===== config.mk =====
export PLATFORM = sky130hd
export DESIGN_NAME = application_selector_lcd_dfa_64_to_32
export DESIGN_NICKNAME = d
export VERILOG_FILES = /design/src/rtl/application_selector_lcd_dfa_64_to_32.sv
export SDC_FILE = /design/constraint.sdc
export NUM_CORES = 1
export LEC_CHECK = 0
export CAP_MARGIN = 10
export CORE_UTILIZATION = 48
export CTS_CLUSTER_DIAMETER = 100
export DETAILED_ROUTE_END_ITERATION = 7
export PLACE_DENSITY = 0.79
export SETUP_SLACK_MARGIN = 0.15
export SYNTH_ARGS = -nofsm -noshare
export SYNTH_HDL_FRONTEND = slang
export SYNTH_SLANG_ARGS = --single-unit

===== constraint.sdc =====
create_clock -name clk -period 6.3 [get_ports clk]
set_input_delay 1.575 -clock clk [delete_from_list [all_inputs] [get_ports clk]]
set_output_delay 1.575 -clock clk [all_outputs]
set_load 0.03 [all_outputs]

===== src/rtl/application_selector_lcd_dfa_64_to_32.sv =====
// ---------------------------------------------------------------------------
// application_selector_lcd_dfa_64_to_32
//
// Avalon-ST width adapter that narrows the 64-bit LCD pixel stream to 32 bits.
// Each accepted 64-bit beat is parked in a holding register and replayed as
// one or two 32-bit beats (upper half first). A beat that ends a packet with
// four or more empty symbols fits in the upper half and is sent as a single
// word. Packet framing and the byte-level empty count are carried through.
// A sticky framing-error flag watches the incoming sop/eop/empty sequence.
//
// Ports
//   clk                sole clock, rising edge
//   reset              asynchronous, active-high
//   in_ready           sink ready (ready latency 0)
//   in_valid           sink valid
//   in_data[63:0]      symbol 0 in [63:56]
//   in_startofpacket   first beat of a packet
//   in_endofpacket     last beat of a packet
//   in_empty[2:0]      unused trailing symbols, meaningful only with eop
//   out_ready          source ready (ready latency 0)
//   out_valid          source valid
//   out_data[31:0]     symbol 0 in [31:24]
//   out_startofpacket  first word of a packet
//   out_endofpacket    last word of a packet
//   out_empty[1:0]     unused trailing symbols of the last word
//   error              sticky framing error, cleared only by reset
// ---------------------------------------------------------------------------
module application_selector_lcd_dfa_64_to_32 #(
    localparam int SYMBOL_W    = 8,
    localparam int IN_SYMBOLS  = 8,
    localparam int OUT_SYMBOLS = 4,
    localparam int IN_W        = SYMBOL_W * IN_SYMBOLS,
    localparam int OUT_W       = SYMBOL_W * OUT_SYMBOLS,
    localparam int IN_EMPTY_W  = $clog2(IN_SYMBOLS),
    localparam int OUT_EMPTY_W = $clog2(OUT_SYMBOLS)
) (
    input  logic                   clk,
    input  logic                   reset,
    output logic                   in_ready,
    input  logic                   in_valid,
    input  logic [IN_W-1:0]        in_data,
    input  logic                   in_startofpacket,
    input  logic                   in_endofpacket,
    input  logic [IN_EMPTY_W-1:0]  in_empty,
    input  logic                   out_ready,
    output logic                   out_valid,
    output logic [OUT_W-1:0]       out_data,
    output logic                   out_startofpacket,
    output logic                   out_endofpacket,
    output logic [OUT_EMPTY_W-1:0] out_empty,
    output logic                   error
);

    typedef enum logic [1:0] {
        ST_IDLE = 2'd0,
        ST_HI   = 2'd1,
        ST_LO   = 2'd2
    } state_t;

    state_t                  state;
    logic [IN_W-1:0]         hd;
    logic                    hs;
    logic                    he;
    logic [IN_EMPTY_W-1:0]   hm;
    logic                    in_pkt;

    state_t                  state_nxt;
    logic [IN_W-1:0]         hd_nxt;
    logic                    hs_nxt;
    logic                    he_nxt;
    logic [IN_EMPTY_W-1:0]   hm_nxt;
    logic                    in_pkt_nxt;
    logic                    error_nxt;

    logic                    single;
    logic                    single_nxt;
    logic                    last;
    logic                    accept;
    logic                    frame_bad;

    logic                    out_valid_nxt;
    logic [OUT_W-1:0]        out_data_nxt;
    logic                    out_sop_nxt;
    logic                    out_eop_nxt;
    logic [OUT_EMPTY_W-1:0]  out_empty_nxt;

    always_comb begin
        // A closing beat with at least OUT_SYMBOLS empty symbols has no
        // payload in its lower half.
        single = he && (hm >= IN_EMPTY_W'(OUT_SYMBOLS));
        last   = (state == ST_LO) || ((state == ST_HI) && single);

        in_ready = !reset && ((state == ST_IDLE) || (out_ready && last));
        accept   = in_valid && in_ready;

        state_nxt = state;
        case (state)
            ST_IDLE: begin
                if (accept) state_nxt = ST_HI;
            end
            ST_HI: begin
                if (out_ready) begin
                    if (single) state_nxt = accept ? ST_HI : ST_IDLE;
                    else        state_nxt = ST_LO;
                end
            end
            ST_LO: begin
                if (out_ready) state_nxt = accept ? ST_HI : ST_IDLE;
            end
            default: state_nxt = ST_IDLE;
        endcase

        hd_nxt = hd;
        hs_nxt = hs;
        he_nxt = he;
        hm_nxt = hm;
        if (accept) begin
            hd_nxt = in_data;
            hs_nxt = in_startofpacket;
            he_nxt = in_endofpacket;
            // empty is only defined on the closing beat; mid-packet values
            // are dropped so they never reach the output.
            hm_nxt = in_endofpacket ? in_empty : '0;
        end

        frame_bad  = (in_startofpacket && in_pkt)
                  || (!in_startofpacket && !in_pkt)
                  || ((in_empty != '0) && !in_endofpacket);
        in_pkt_nxt = in_pkt;
        error_nxt  = error;
        if (accept) begin
            if (in_endofpacket)        in_pkt_nxt = 1'b0;
            else if (in_startofpacket) in_pkt_nxt = 1'b1;
            if (frame_bad)             error_nxt  = 1'b1;
        end

        // Outputs are decoded from the next state/holding contents so the
        // port values themselves come straight out of flops.
        single_nxt    = he_nxt && (hm_nxt >= IN_EMPTY_W'(OUT_SYMBOLS));
        out_valid_nxt = 1'b0;
        out_data_nxt  = '0;
        out_sop_nxt   = 1'b0;
        out_eop_nxt   = 1'b0;
        out_empty_nxt = '0;
        case (state_nxt)
            ST_HI: begin
                out_valid_nxt = 1'b1;
                out_data_nxt  = hd_nxt[IN_W-1 -: OUT_W];
                out_sop_nxt   = hs_nxt;
                out_eop_nxt   = single_nxt;
                // hm - OUT_SYMBOLS keeps only the low bits when hm >= OUT_SYMBOLS
                out_empty_nxt = single_nxt ? hm_nxt[OUT_EMPTY_W-1:0] : '0;
            end
            ST_LO: begin
                out_valid_nxt = 1'b1;
                out_data_nxt  = hd_nxt[OUT_W-1:0];
                out_sop_nxt   = 1'b0;
                out_eop_nxt   = he_nxt;
                out_empty_nxt = he_nxt ? hm_nxt[OUT_EMPTY_W-1:0] : '0;
            end
            default: begin
                out_valid_nxt = 1'b0;
            end
        endcase
    end

    always_ff @(posedge clk or posedge reset) begin
        if (reset) begin
            state             <= ST_IDLE;
            hd                <= '0;
            hs                <= 1'b0;
            he                <= 1'b0;
            hm                <= '0;
            in_pkt            <= 1'b0;
            error             <= 1'b0;
            out_valid         <= 1'b0;
            out_data          <= '0;
            out_startofpacket <= 1'b0;
            out_endofpacket   <= 1'b0;
            out_empty         <= '0;
        end else begin
            state             <= state_nxt;
            hd                <= hd_nxt;
            hs                <= hs_nxt;
            he                <= he_nxt;
            hm                <= hm_nxt;
            in_pkt            <= in_pkt_nxt;
            error             <= error_nxt;
            out_valid         <= out_valid_nxt;
            out_data          <= out_data_nxt;
            out_startofpacket <= out_sop_nxt;
            out_endofpacket   <= out_eop_nxt;
            out_empty         <= out_empty_nxt;
        end
    end

endmodule


==> results_dict.tcl <==
set metrics [dict create \
    setup_violations 0 \
    grt_pass1_wl_um 13400 \
    ys_types 30 \
    gp_congestion 0.748 \
    ys_ff_latch 110 \
    area_delta_synth_final_pct 32.9 \
    synth_compound_area_share_pct 9.54 \
    cts_setup_buffers 0 \
    vias_per_cell 5.30 \
    relSlewSlack_pct 30.0 \
    cp.required_ns 4.72 \
    pre_cts_ws_ns 1.50 \
    routedWlPerCell_um 17.1 \
    register_area_mm2 0.00275 \
    min_period_ns 4.79 \
    synth.cells.most_frequent "dfrtp_1, mux2_2, a32o_1" \
    power.density_mw_per_mm2 336 \
    startpoint "out_ready" \
    vias 2590 \
    synth_simple_gate_area_share_pct 3.08 \
    synth.area.mux_share_pct 18.2 \
    worst_slew_pin_slew_ns 1.05 \
    worstSetupPathType "input port to primary output" \
    die_h_um 95.4 \
    cts_made_buffers 9 \
    cts_max_path_buffers 2 \
    avgSynthCellArea_um2 15.4 \
    pin_count 112 \
    htreeDepth 3 \
    arrival_ns 3.21 \
    synth_area_leaders "dfrtp_1, mux2_2, a32o_1, mux2_4, clkbuf_1" \
    wl_um 8370 \
    core_mm2 0.00834 \
    gr-total-overflow 0 \
    seq_area_frac_synth_pct 65.8 \
    path_max_fanout 5 \
    portBuffers 111 \
    status "finished, final reports clean" \
    fmax_mhz 209 \
    start_kind "input port" \
    final.setup_skew_ns 0.00948 \
    fin_util_pct 66.7 \
    design_area_mm2 0.00556 \
    drc 0 \
    yosysWarningCount 0 \
    min_from "error" \
    hold_viol 0 \
    rsz0062_at_grt "no" \
    reg2reg_from "state[1]" \
    drt-pass1-iter-count 4 \
    diodes 0 \
    start_util_pct 50.2 \
    cts_tree "done" \
    clk_pin_slew_worst_paths_ns 0.10 \
    ys.flop_type "dfrtp_1" \
    antenna_left 0 \
    synth_top_cell_area_share_pct 65.8 \
    hold_buffers 0 \
    ctsResizeCount 0 \
    hp-class "flop to flop" \
    end_kind "primary output" \
    dp_hpwl_um 5480 \
    synth_top_family_by_area "multiplexers" \
    synthArstFlopShare_pct 100 \
    synth-edff-count 0 \
    drv_slew 0 \
    nFillCells 604 \
    cap_viol_max_count 0 \
    cts_root_buf "clkbuf_8" \
    antenna_found_initial 0 \
    fin_crit_sh_pct 76.0 \
    multi_input_comb_area_mm2 0.00133 \
    fp.dieW_um 95.4 \
    synthXorXnorAreaFrac_pct 0.209 \
    clkSinkCount 110 \
    drive_gt1_share_pct 22.9 \
    dieArea_mm2 0.00909 \
    syn_nets 346 \
    rows 33 \
    fin_ws_ns 1.51 \
    grt_pass1_vias 2740 \
    p_leak_nw 2.39 \
    finalSetupTns_ns 0 \
    grt_use_total_pct 19.5 \
    synth.largest_area_cell "dfrtp_1" \
    ir_drop_mv 0.155 \
    place_area_mm2 0.00538 \
    final_nets 454 \
    clkLatencyLatePin_ns 0.35 \
    synth_fa_ha_area_share_pct 0.598 \
    netlist_area_mm2 0.00418 \
    syn_inst 271 \
    grt_start_max_net_pins 88 \
    synth.most_common_cell "dfrtp_1" \
    dr.first_iter.drc_count 84 \
]
## flip-flops by register name, indices dropped and copies added (netlist names)
signal,cells
out_endofpacket,1
out_valid,1
state,2
out_data,32
hm,3
hd,64
hs,1
error,1
out_empty,2
he,1
in_pkt,1
out_startofpacket,1
## area by class of cell
class	count	area share (%)
clock buffers	11	2.54
multi-input cells	138	23.9
repair buffers	115	20.5
well taps	105	2.36
inverters	5	0.383
clock inverters	5	0.765
flip-flops and latches	110	49.5
## routing by layer
layer	wire length, um	global-route usage (%)
met4	99	6.19
met1	3640	25.3
met2	4270	33.2
met3	366	3.43
met5	0	0
## power breakdown
group | switching [W] | leakage [nW] | internal [W]
sequential | 0.0000490 | 1.37 | 0.000882
clock | 0.000229 | 0.0901 | 0.000159
combinational | 0.000282 | 0.929 | 0.000268
total | 0.000560 | 2.39 | 0.00131
## worst paths after layout
kind,depth (start not counted),to,slack [ns]
min in group asynchronous,2,hd[38],1.54
min,1,error,0.47
max in group asynchronous,3,out_data[24],3.41
max reg2reg,8,out_data[8],3.60
max,5,in_ready,1.51
min reg2reg,1,error,0.47
## stage by stage
stage | instances | hold WS, ns | power (W)
4_1_cts | 489 | 0.473 | 0.00189
6_report | 489 | 0.467 | 0.00187
3_3_place_gp | 473 | 0.441 | 0.00148
5_1_grt | 489 | 0.492 | 0.00198
3_5_place_dp | 473 | 0.449 | 0.00150
2_1_floorplan | 271 | 0.429 | 0.00130
## cells by family (layout without fill, tap and decap cells)
logic type,Yosys count,in the layout
flops,110,110
mux,66,66
xor+xnor,1,1
buf+inv,23,136
fa+ha+maj,2,2
simple gates,25,25
compound gates,44,44
## cells in the final DEF (no fill, tap or decap), types with 2 or more instances in the layout
cell type and count:
nor2b_1 2, a32o_1 32, nor3_1 2, dfrtp_1 110, clkbuf_8 10, clkdlybuf4s50_1 111, a2111oi_0 2, nor2_1 2
o21ai_0 2, clkinv_4 3, a21oi_1 4, mux2_2 60, nand3_1 2, and2_1 3, ha_1 2, nand2b_1 2
nand2_1 8, inv_1 4, buf_4 4, mux2_4 5
## critical path, cell delays in order
cell	delay, ns
clkdlybuf4s50_1	0.53
nor2b_1	0.07
o21ai_2	0.21
and2_1	0.15
clkdlybuf4s50_1	0.67
No activity file was read; power rests on OpenSTA's default activity.
